**config.mk**
```make
export PLATFORM = sky130hd
export DESIGN_NAME = alu_op_issue
export DESIGN_NICKNAME = d
export VERILOG_FILES = /design/src/rtl/alu_ctrl_pkg.sv /design/src/rtl/op_encode.sv /design/src/rtl/alu_op_issue.sv
export SDC_FILE = /design/constraint.sdc
export NUM_CORES = 1
export LEC_CHECK = 0
export ABC_AREA = 1
export BUFFER_PORTS_ARGS = -buffer_cell sky130_fd_sc_hd__buf_4
export CAP_MARGIN = 10
export CORE_MARGIN = 1.5
export CORE_UTILIZATION = 58
export CTS_BUF_LIST = sky130_fd_sc_hd__clkbuf_4 sky130_fd_sc_hd__clkbuf_8 sky130_fd_sc_hd__clkbuf_16
export DETAILED_ROUTE_END_ITERATION = 10
export GPL_ROUTABILITY_DRIVEN = 0
export PLACE_DENSITY = 0.94
export SETUP_SLACK_MARGIN = 0.4
export SLEW_MARGIN = 20
export SYNTH_ARGS = -nofsm -noshare
export SYNTH_HDL_FRONTEND = slang
export SYNTH_SLANG_ARGS = --single-unit
export TNS_END_PERCENT = 50
```
**constraint.sdc**
```tcl
create_clock -name clock -period 5.4 [get_ports clock]
set_clock_uncertainty 0.05 [all_clocks]
set_input_delay 1.08 -clock clock [delete_from_list [all_inputs] [get_ports clock]]
set_output_delay 1.08 -clock clock [all_outputs]
set_load 0.05 [all_outputs]
```
**src/rtl/alu_ctrl_pkg.sv**
```systemverilog
// Shared ALU control definitions: opcode encodings and one-hot enable bit positions.
// Used by the issue block and by the opcode decoder.
package alu_ctrl_pkg;
    localparam int EN_W  = 6;
    localparam int OPC_W = 5;

    localparam int EN_ADD = 0;
    localparam int EN_SUB = 1;
    localparam int EN_AND = 2;
    localparam int EN_OR  = 3;
    localparam int EN_SLL = 4;
    localparam int EN_SRA = 5;

    localparam logic [OPC_W-1:0] OP_ADD = 5'b00000;
    localparam logic [OPC_W-1:0] OP_SUB = 5'b00001;
    localparam logic [OPC_W-1:0] OP_AND = 5'b00010;
    localparam logic [OPC_W-1:0] OP_OR  = 5'b00011;
    localparam logic [OPC_W-1:0] OP_SLL = 5'b00100;
    localparam logic [OPC_W-1:0] OP_SRA = 5'b00101;
endpackage

```
**src/rtl/op_encode.sv**
```systemverilog
// One-hot operation enable to 5-bit ALU opcode; legal is low for zero or multi-hot input.
module op_encode
    import alu_ctrl_pkg::*;
(
    input  logic [EN_W-1:0]  en,
    output logic [OPC_W-1:0] opcode,
    output logic             legal
);
    always_comb begin
        opcode = OP_ADD;
        legal  = 1'b1;
        case (en)
            EN_W'(1 << EN_ADD): opcode = OP_ADD;
            EN_W'(1 << EN_SUB): opcode = OP_SUB;
            EN_W'(1 << EN_AND): opcode = OP_AND;
            EN_W'(1 << EN_OR):  opcode = OP_OR;
            EN_W'(1 << EN_SLL): opcode = OP_SLL;
            EN_W'(1 << EN_SRA): opcode = OP_SRA;
            default:            legal  = 1'b0;
        endcase
    end
endmodule

```
**src/rtl/alu_op_issue.sv**
```systemverilog
// ALU issue stage: encodes one-hot requests, buffers up to two ops and hands them
// to the ALU over valid/ready; drops and flags illegal requests, counts issued ops.
module alu_op_issue
    import alu_ctrl_pkg::*;
#(
    parameter int DATA_W = 32,
    parameter int CNT_W  = 16
) (
    input  logic              clock,
    input  logic              reset_n,
    input  logic              in_valid,
    output logic              in_ready,
    input  logic [EN_W-1:0]   in_en,
    input  logic [DATA_W-1:0] in_a,
    input  logic [DATA_W-1:0] in_b,
    input  logic [4:0]        in_shamt,
    output logic              alu_valid,
    input  logic              alu_ready,
    output logic [OPC_W-1:0]  ctrl_ALUopcode,
    output logic [DATA_W-1:0] data_operandA,
    output logic [DATA_W-1:0] data_operandB,
    output logic [4:0]        ctrl_shiftamt,
    output logic              err_illegal,
    output logic [CNT_W-1:0]  issue_count
);
    typedef struct packed {
        logic [OPC_W-1:0]  opc;
        logic [DATA_W-1:0] a;
        logic [DATA_W-1:0] b;
        logic [4:0]        shamt;
    } entry_t;

    typedef enum logic [1:0] {EMPTY = 2'd0, ONE = 2'd1, FULL = 2'd2} occ_t;

    occ_t             occ_q, occ_d;
    entry_t           head_q, head_d, tail_q, tail_d, new_e;
    logic             err_q, err_d;
    logic [CNT_W-1:0] cnt_q, cnt_d;
    logic [OPC_W-1:0] enc_opc;
    logic             enc_legal;
    logic             accept, push, pop;

    op_encode u_enc (
        .en     (in_en),
        .opcode (enc_opc),
        .legal  (enc_legal)
    );

    // Ready decodes only the occupancy flops; gated low while reset is held.
    assign in_ready  = reset_n && (occ_q != FULL);
    assign alu_valid = (occ_q != EMPTY);
    assign accept    = in_valid && in_ready;
    assign push      = accept && enc_legal;
    assign pop       = alu_valid && alu_ready;
    assign new_e     = '{opc: enc_opc, a: in_a, b: in_b, shamt: in_shamt};

    always_comb begin
        occ_d  = occ_q;
        head_d = head_q;
        tail_d = tail_q;
        case (occ_q)
            EMPTY: if (push) begin
                head_d = new_e;
                occ_d  = ONE;
            end
            ONE: begin
                if (push && pop) begin
                    head_d = new_e;
                end else if (push) begin
                    tail_d = new_e;
                    occ_d  = FULL;
                end else if (pop) begin
                    occ_d  = EMPTY;
                end
            end
            FULL: if (pop) begin
                head_d = tail_q;
                occ_d  = ONE;
            end
            default: occ_d = EMPTY;
        endcase
        err_d = accept && !enc_legal;
        cnt_d = cnt_q + CNT_W'(pop);
    end

    always_ff @(posedge clock) begin
        if (!reset_n) begin
            occ_q  <= EMPTY;
            head_q <= '0;
            tail_q <= '0;
            err_q  <= 1'b0;
            cnt_q  <= '0;
        end else begin
            occ_q  <= occ_d;
            head_q <= head_d;
            tail_q <= tail_d;
            err_q  <= err_d;
            cnt_q  <= cnt_d;
        end
    end

    assign ctrl_ALUopcode = head_q.opc;
    assign data_operandA  = head_q.a;
    assign data_operandB  = head_q.b;
    assign ctrl_shiftamt  = head_q.shamt;
    assign err_illegal    = err_q;
    assign issue_count    = cnt_q;
endmodule
```
==> out/metrics.cfg, run 1 <==
[route]
drt_iter0_drc=524
vias=6822
vias_per_cell=4.93
drt-pass1-iter-count=5
wl_per_cell_um=12.1
drtAntennaViolNets=0
finalWirelength_um=16800
drc=0

[global_routing]
grt_start_max_net_pins=141
grt_pass1_vias=6078
antenna_found_initial=0
gr-total-overflow=0
grt.total_usage=0.258
grt_pass1_wl_um=27100

[finish]
drive_gt1_frac=0.173
diodes=0
syn_to_final_growth_pct=24.5
multiInputGateArea_mm2=0.00296
regArea_mm2=0.00326
design_area_mm2=0.00897
final_core_util=0.744
nets=1288
final.fill_count=931
layoutNonFillerInstCount=1384

[run]
drv_cap=0

[clocking]
cts_max_path_buffers=2
numCtsBuffers=17
cts_resized=0
cts_tree=yes
cts_setup_buffers=0
cts-root-buf=clkbuf_16
htreeDepth=4
clkSinkCount=163
clkTransAtPathRegs_ns=0.06
clk_latency_ns=0.42
hold_buffers=0

[sta]
fin_ws_ns=1.88
tightest_slew_ns=0.865
final.min_clock_period_ns=3.52
whs_ns=0.395
fin_crit_sh=0.651
finalHoldViolCount=0
fmax_mhz=284
slew_violations=0
rsz0062_at_grt=no
fin_tns_setup_ns=0
setup_violations=0
max_slew_margin=0.423

[pwr]
powerDensity_mw_per_mm2=301
power.leakage_nw=4.44
vdd_drop_max_mv=0.240
power.total_mw=2.70

[yosys]
synth_fa_ha_area_frac=0.00347
synth_compound_area_frac=0.168
synth.cell_area_mm2=0.00720
synth_top_area_share=0.453
yosys_register_bits=163
syn_area_per_cell_um2=6.68
synth_common_cells=nand2_1 (248), inv_1 (170), nor2_1 (164)
async_flop_share=0
ys_types=28
synth_top_family_by_area=simple AND/OR/NAND/NOR gates
yosys_warnings=0
synth_top_area_cell=dfxtp_1
synth_area_leaders=dfxtp_1 (45%), nand2_1 (13%), o21ai_0 (10%), inv_1 (8.9%), nor2_1 (8.5%)
synth_simple_gate_area_frac=0.235
syn-instance-count=1078
synth.most_common_cell=nand2_1
muxShareOfSynthArea=0
seq_area_frac_synth=0.453
synth_xor_area_frac=0
synthFlopType=dfxtp_1
synth_edf_count=0

[placed_design]
place_area_mm2=0.00837
dp.cells=1356
dp_slack_ns=1.46
placement.io_buffers=169
dp_hpwl_um=10300

[critical_path]
cp-start-kind=primary input
path_class=primary input to flop
arrival_ns=3.75
end_kind=flop
crit_path_max_fanout=86
required_ns=5.63

[outcome]
run_status=completed

[floorplanning]
die_h_um=114
initial_core_util=0.597
placementRows=40
core-area_mm2=0.0121
ios=172
die_w_um=114
die-area_mm2=0.0131

[worst_hold_path]
hold_path_class=flop to flop

==> metal layers <==
metal	track usage	vias to the layer above	part of all wire
li1	-	3554	-
met3	0.0731	37	0.063
met4	0.110	0	0.024
met5	0	-	0
met1	0.311	3032	0.42
met2	0.433	199	0.49
==> cells by family after synthesis <==
| group | after synthesis |
|---|---|
| buffers and inverters | 237 |
| adders and majority gates | 2 |
| DFF | 163 |
| AOI/OAI and AO/OA | 239 |
| other | 1 |
| and+or+nand+nor | 436 |
==> flip-flops by register name, indices dropped and copies added, names as in the netlist <==
name and count:
ctrl_ALUopcode 3, err_illegal 1, ctrl_shiftamt 5, data_operandB 32
data_operandA 32, occ_q 2, tail_q 72, issue_count 16
==> final timing paths <==
path / startpoint / cells past startpoint / end / slack, ns
worst min-delay path: tail_q[29] / 2 / tail_q[29] / 0.40
worst min register to register: tail_q[29] / 2 / tail_q[29] / 0.40
worst max-delay path: reset_n / 7 / tail_q[65] / 1.88
worst max register to register: occ_q[1] / 7 / tail_q[65] / 2.69
==> worst max-delay path, cell delays in order <==
cell,delay (ns)
buf_4,0.52
inv_2,0.17
nor3_2,0.36
nand4_4,0.61
buf_4,0.60
o21ai_0,0.29
a21oi_1,0.07
==> power breakdown <==
group | total [mW] | internal [mW] | switching [mW]
logic | 0.258 | 0.0935 | 0.165
registers | 1.23 | 1.22 | 0.0101
clock network | 1.21 | 0.761 | 0.446
total | 2.70 | 2.07 | 0.621
==> cells in the final DEF, fill, tap and decap left out <==
cell,instances
buf_6,1
buf_4,172
clkinv_2,4
bufinv_16,3
nand4_1,2
clkbuf_8,3
clkbuf_4,2
nor3_1,3
nor4_1,1
nor3b_1,1
nand2_8,1
clkbuf_16,17
nor2_1,164
nor2_2,1
a31oi_1,1
dfxtp_1,163
o211ai_1,1
nand3_1,12
o21a_1,2
conb_1,2
a21oi_1,82
nand4_4,1
nand2_1,248
a211oi_1,1
nor3_2,1
inv_1,169
ha_1,2
o21ai_0,149
nor2_4,1
inv_2,3
o21ai_1,3
==> area by class of cell <==
type | count | share of cell area
Multi-Input combinational cell | 679 | 0.330
Timing Repair Buffer | 173 | 0.145
Sequential cell | 163 | 0.364
Inverter | 173 | 0.0725
Tap cell | 168 | 0.0234
Clock buffer | 22 | 0.0537
Clock inverter | 6 | 0.0117
Note: power is estimated with default switching activity, not from simulation.
==> run 2: changes to the inputs <==
Settings changed: CORE_UTILIZATION 58 to 54, PLACE_DENSITY 0.94 to 0.89.
Clock period 5.4 ns to 3.5 ns, I/O delays scaled along.
==> run 2 against run 1 <==
Against the previous run:
- clock power up 69%
- sequential cell count unchanged
- total power up 61%
- combinational power up 53%
- wire length down 3.0%
- non-clock buffer count up 5
- clock-buffer cell count down 1
- cell area up 1.4%
- critical path type unchanged
- first-iteration DRC count down 16%
- register-to-register slack worse by 1.5 ns
- largest cell class unchanged
- die area up 7.2%
==> out/metrics.cfg, run 2 (synthesis results as in run 1) <==
[outcome]
run_status=completed

[worst_hold_path]
hold-path-endpoint=tail_q[62]
hold_path_class=flop to flop
hold_depth=2  ; unchanged
hp-start=tail_q[62]

[critical_path]
arrival_ns=2.62  ; -1.13 ns
r2r_slack_ns=1.24  ; -1.45 ns
reg2reg_depth=13  ; +6
crit_path_max_incr_delay_ns=0.33  ; -0.28 ns
r2r-start=occ_q[0]
crit_chain=buf_4 > inv_1 > nand2_1 > nor2_1 > nand2_1 > nand3_1 > nand3_1 > nand2_1 > nand2_4 > buf_12 > nand2_1 > nand2_1 > nor2_1
r2r_end=issue_count[14]
slowest_stage=buf_12
crit_path_max_fanout=66  ; -23%
cp_common_cell=nand2_1
required_ns=3.81  ; -1.82 ns
end_kind=flop
path_class=primary input to flop
cp-start-kind=primary input

[clocking]
cts-root-buf=clkbuf_16
cts_tree=yes
clkSinkCount=163  ; unchanged
numCtsBuffers=17  ; unchanged
clk_latency_ns=0.42  ; about the same
htreeDepth=4  ; unchanged
clkTransAtPathRegs_ns=0.06  ; about the same
cts_max_path_buffers=2  ; unchanged
cts_resized=0  ; unchanged
cts_setup_buffers=0  ; unchanged
hold_buffers=0  ; unchanged

[route]
finalWirelength_um=16300  ; -3.0%
drt-pass1-iter-count=5  ; unchanged
vias=6787  ; -0.51%
vias_per_cell=4.85  ; -1.7%
drtAntennaViolNets=0  ; unchanged
drc=0  ; unchanged
wl_per_cell_um=11.6  ; -4.1%
drt_iter0_drc=441  ; -16%

[floorplanning]
ios=172  ; unchanged
placementRows=42  ; +5.0%
die-area_mm2=0.0140  ; +7.2%
die_w_um=119  ; +3.5%
die_h_um=119  ; +3.5%
initial_core_util=0.548  ; -0.0489
core-area_mm2=0.0131  ; +8.9%

[finish]
nets=1293  ; +0.39%
drive_gt1_frac=0.178  ; +0.00541
design_area_mm2=0.00909  ; +1.4%
final.fill_count=1106  ; +19%
layoutNonFillerInstCount=1400  ; +1.2%
diodes=0  ; unchanged
largest_reg_flops=72  ; unchanged
top_register=tail_q
final_cell_mix=nand2_1 (248), buf_4 (176), inv_1 (169), nor2_1 (164), dfxtp_1 (163)
final_common_cell=nand2_1
syn_to_final_growth_pct=26.2

[global_routing]
grt.total_usage=0.234  ; -0.0239
grt_pass1_wl_um=26900  ; -0.71%
grt_start_max_net_pins=95  ; -33%
antenna_found_initial=0  ; unchanged
grt_pass1_vias=6107  ; +0.48%
gr-total-overflow=0  ; unchanged

[sta]
setup_violations=0  ; unchanged
fin_tns_setup_ns=0  ; unchanged
max_slew_margin=0.433  ; +0.00971
fmax_mhz=433
fin_crit_sh=0.660
rsz0062_at_grt=no
final.min_clock_period_ns=2.31
tightest_slew_ns=0.851  ; -0.0146 ns
finalHoldViolCount=0  ; unchanged
fin_ws_ns=1.19  ; -0.693 ns
slew_violations=0  ; unchanged

[pwr]
power.leakage_nw=4.49  ; +1.2%
vdd_drop_max_mv=0.293  ; +22%
powerDensity_mw_per_mm2=477  ; +59%
power.total_mw=4.34  ; +61%

[placed_design]
place_area_mm2=0.00844  ; +0.87%
placement.io_buffers=169  ; unchanged
dp.cells=1369  ; +0.96%
dp_hpwl_um=10400  ; +1.3%
dp_slack_ns=0.784  ; -0.674 ns

[run]
drv_cap=0  ; unchanged

run 2: cell types whose count changed in the layout (fill, tap and decap cells not counted), sizes merged:
cell / previous run / this run
clkbuf: 22 / 21
buf: 173 / 178
bufinv: 3 / 5
clkinvlp: 0 / 2
run 2: critical path, delay by kind of cell:
kind	cells	cell delay, ns
AND/OR/NAND/NOR	10	1.32
buffers and inverters	3	0.53
run 2: worst max path at each step:
stage                    from           endpoint  slack, ns  depth (start not counted)
finish               in_en[4]  data_operandB[10]       1.19                         13
global route         occ_q[0]    issue_count[14]       0.90                         13
CTS                  in_en[4]  data_operandA[28]       1.22                         13
detailed placement   in_en[4]  data_operandA[28]       0.78                         13
global placement     in_en[5]  ctrl_ALUopcode[0]       0.88                         13
floorplan           alu_ready    issue_count[14]       1.18                         13
run 2: cell type report:
class | count | area, µm² | share of cell area
flip-flops and latches | 163 | 3260 | 0.359
clock inverters | 10 | 180 | 0.0198
well taps | 176 | 220 | 0.0242
multi-input cells | 679 | 2950 | 0.324
repair buffers | 178 | 1360 | 0.150
inverters | 173 | 651 | 0.0716
clock buffers | 21 | 468 | 0.0515
run 2: metal layers:
| layer | up-vias | GRT usage | share of wire |
|---|---|---|---|
| met5 | - | 0 | 0 |
| met4 | 0 | 0.0806 | 0.016 |
| met3 | 21 | 0.0796 | 0.072 |
| met2 | 188 | 0.397 | 0.47 |
| met1 | 3017 | 0.278 | 0.44 |
| li1 | 3561 | - | - |
run 2: per-stage QoR:
step / hold slack [ns] / util
after CTS: 0.399 / 0.692
final: 0.397 / 0.692
after floorplan: 0.374 / -
after global placement: 0.384 / 0.641
after detailed placement: 0.390 / 0.643
after global routing: 0.413 / 0.692
run 2: report_power, final:
group / internal (mW) / total, mW / leakage [nW] / switching [mW]
logic: 0.146 / 0.395 / 2.86 / 0.250
clock network: 1.31 / 2.04 / 0.316 / 0.733
registers: 1.88 / 1.90 / 1.32 / 0.0152
==> run 3: changes to the inputs <==
Settings changed: CORE_UTILIZATION 54 to 48, PLACE_DENSITY 0.89 to 0.85.
Clock period 3.5 ns to 1.9 ns, I/O delays scaled along.
==> run 3 against run 2 <==
Against the previous run:
- the run now ends with setup timing left
- utilization rose by 12 points
- hold slack worse by 0.21 ns
- non-clock buffer count up 86
- total power is 84% higher
- final cell count up 6.9%
- register-to-register slack got worse by 1.3 ns
- clock power rose by 67%
- cell area up 30%
- die area is 12% higher
- clock-buffer cell count rose by 2
- sequential share of layout area shrank 8.1 points
- critical endpoint is now issue_count[11]
- largest cell class is now multi-input combinational cells
- largest power group is now sequential cells
- highest routed layer unchanged
==> out/metrics.cfg, run 3 (synthesis results as in run 1) <==
[global_routing]
grt_pass1_wl_um=38000  ; +41%
grt.met2_usage=0.530  ; +0.133
grt_pass1_vias=7456  ; +22%
grt_start_max_net_pins=159  ; +67%
grt.total_usage=0.304  ; +0.0694
grt_busiest_layer=met2
met1_usage=0.347  ; +0.0695
gr-total-overflow=0  ; unchanged
antenna_found_initial=0  ; unchanged
use_met3=0.0787  ; -0.000900

[route]
drtAntennaViolNets=0  ; unchanged
drt-pass1-iter-count=6  ; +1
drc=0  ; unchanged
vias_per_cell=5.62  ; +16%
drt_iter0_drc=888  ; +100%
finalWirelength_um=29500  ; +81%
vias=8407  ; +24%
wl_per_cell_um=19.7  ; +69%

[sta]
finalHoldViolCount=0  ; unchanged
whs_ns=0.191  ; -0.206 ns
setup_violations=8  ; +8
fin_crit_sh=1.06
final.min_clock_period_ns=2.01
rsz0062_at_grt=yes
max_slew_margin=0.563  ; +0.130
slew_violations=0  ; unchanged
fin_ws_ns=-0.110  ; -1.30 ns
fmax_mhz=498
tightest_slew_ns=0.655  ; -0.195 ns

[pwr]
clockPowerShare=0.428  ; -0.043
power.leakage_nw=5.40  ; +20%
power.total_mw=7.98  ; +84%
vdd_drop_max_mv=0.625  ; +110%
p_sw_frac=0.265  ; +0.0351
p_sw_mw=2.12  ; +110%
intPower_mw=5.86  ; +76%
powerDensity_mw_per_mm2=677  ; +42%
pwr-share-comb=0.134  ; +0.043
pwr-share-seq=0.438  ; about the same

[worst_hold_path]
hold-path-endpoint=tail_q[9]
hold_depth=3  ; +1
hp-start=in_b[4]
hold_path_class=primary input to flop

[floorplanning]
placementRows=44  ; +4.8%
core-area_mm2=0.0146  ; +11%
ios=172  ; unchanged
die_w_um=126  ; +5.9%
initial_core_util=0.494  ; -0.0546
die_h_um=126  ; +5.9%
die-area_mm2=0.0158  ; +12%

[run]
drv_cap=0  ; unchanged

[finish]
syn_to_final_growth_pct=63.6
largest_reg_flops=72  ; unchanged
diodes=0  ; unchanged
layoutNonFillerInstCount=1497  ; +6.9%
top_register=tail_q
design_area_mm2=0.0118  ; +30%
final_cell_mix=buf_4 (182), nand2_1 (180), inv_1 (165), dfxtp_1 (154), nor2_1 (112)
nets=1381  ; +6.8%
drive_gt1_frac=0.387  ; +0.209
final_common_cell=buf_4

[clocking]
htreeDepth=4  ; unchanged
clk_latency_ns=0.44  ; +0.02 ns
cts_max_path_buffers=2  ; unchanged
numCtsBuffers=17  ; unchanged
cts-root-buf=clkbuf_16
hold_buffers=0  ; unchanged
cts_tree=yes
clkTransAtPathRegs_ns=0.07  ; about the same
clkSinkCount=163  ; unchanged

[critical_path]
reg2reg_depth=11  ; -2
r2r_end=issue_count[11]
path_class=flop to flop
cp-start-kind=flop
arrival_ns=2.27  ; -0.35 ns
end_kind=flop
crit_path_max_fanout=4  ; -94%
r2r_slack_ns=-0.11  ; -1.35 ns
r2r-start=occ_q[1]
required_ns=2.16  ; -1.65 ns

[placed_design]
place_area_mm2=0.00868  ; +2.8%
placement.io_buffers=169  ; unchanged
dp.cells=1387  ; +1.3%
dp_hpwl_um=10600  ; +2.1%
dp_slack_ns=-0.211  ; -0.995 ns

[outcome]
run_status=finished with violations
violations=setup timing

-- run 3: worst max-delay path by stage --
stage	startpoint	end	slack (ns)	cells after the start
CTS	occ_q[1]	issue_count[14]	0.07	13
global route	occ_q[1]	issue_count[11]	-0.16	11
finish	occ_q[1]	issue_count[11]	-0.11	11
floorplan	occ_q[0]	issue_count[14]	-0.04	13
global placement	alu_ready	issue_count[14]	-0.15	14
detailed placement	alu_ready	issue_count[14]	-0.21	14
-- run 3: critical path, cell delays in order (launching register included) --
cell and delay [ns]:
dfxtp_2 0.36, nor2_4 0.05, nor2_4 0.11, ha_4 0.17, buf_6 0.12, nand3_4 0.10, nor3_4 0.23, nand3_2 0.14
nor2_4 0.18, nand2_4 0.08, o21ai_0 0.21, a21oi_1 0.09
-- run 3: timing repair --
action | CTS | global route
gates resized for setup | 116 | 236
cloned | 32 | 10
hold endpoints to repair | 0 | 0
endpoints found under the setup margin | 158 | 166
pin swaps | 35 | 90
setup buffers | 25 | 11
-- run 3: cell type report --
| class | count | area, µm² |
|---|---|---|
| multi-input cells | 681 | 3890 |
| flip-flops and latches | 163 | 3280 |
| repair buffers | 264 | 3140 |
| fillers | 895 | 2810 |
| inverters | 173 | 662 |
| clock buffers | 23 | 495 |
| well taps | 184 | 230 |
| clock inverters | 9 | 77.6 |
-- run 3: routing by layer --
| metal | wire length (µm) | up-vias |
|---|---|---|
| met1 | 10400 | 3906 |
| met4 | 1980 | 0 |
| met2 | 14600 | 543 |
| met3 | 2420 | 184 |
| li1 | - | 3774 |
| met5 | 0 | - |
-- run 3: power by group through the flow --
| stage | combinational (mW) | sequential (mW) | clock [mW] |
|---|---|---|---|
| final | 1.07 | 3.49 | 3.41 |
| after global routing | 1.13 | 3.50 | 3.58 |
| after CTS | 0.898 | 3.49 | 3.37 |
| after detailed placement | 0.747 | 3.57 | 0 |
| after global placement | 0.735 | 3.57 | 0 |
| after floorplan | 0.297 | 3.73 | 0 |
-- run 3: per-stage QoR --
stage          TNS [ns]   util
2_1_floorplan   -0.0390      -
3_3_place_gp     -0.322  0.595
3_5_place_dp      -1.10  0.595
4_1_cts               0  0.730
5_1_grt           -1.39  0.808
6_report         -0.393  0.808
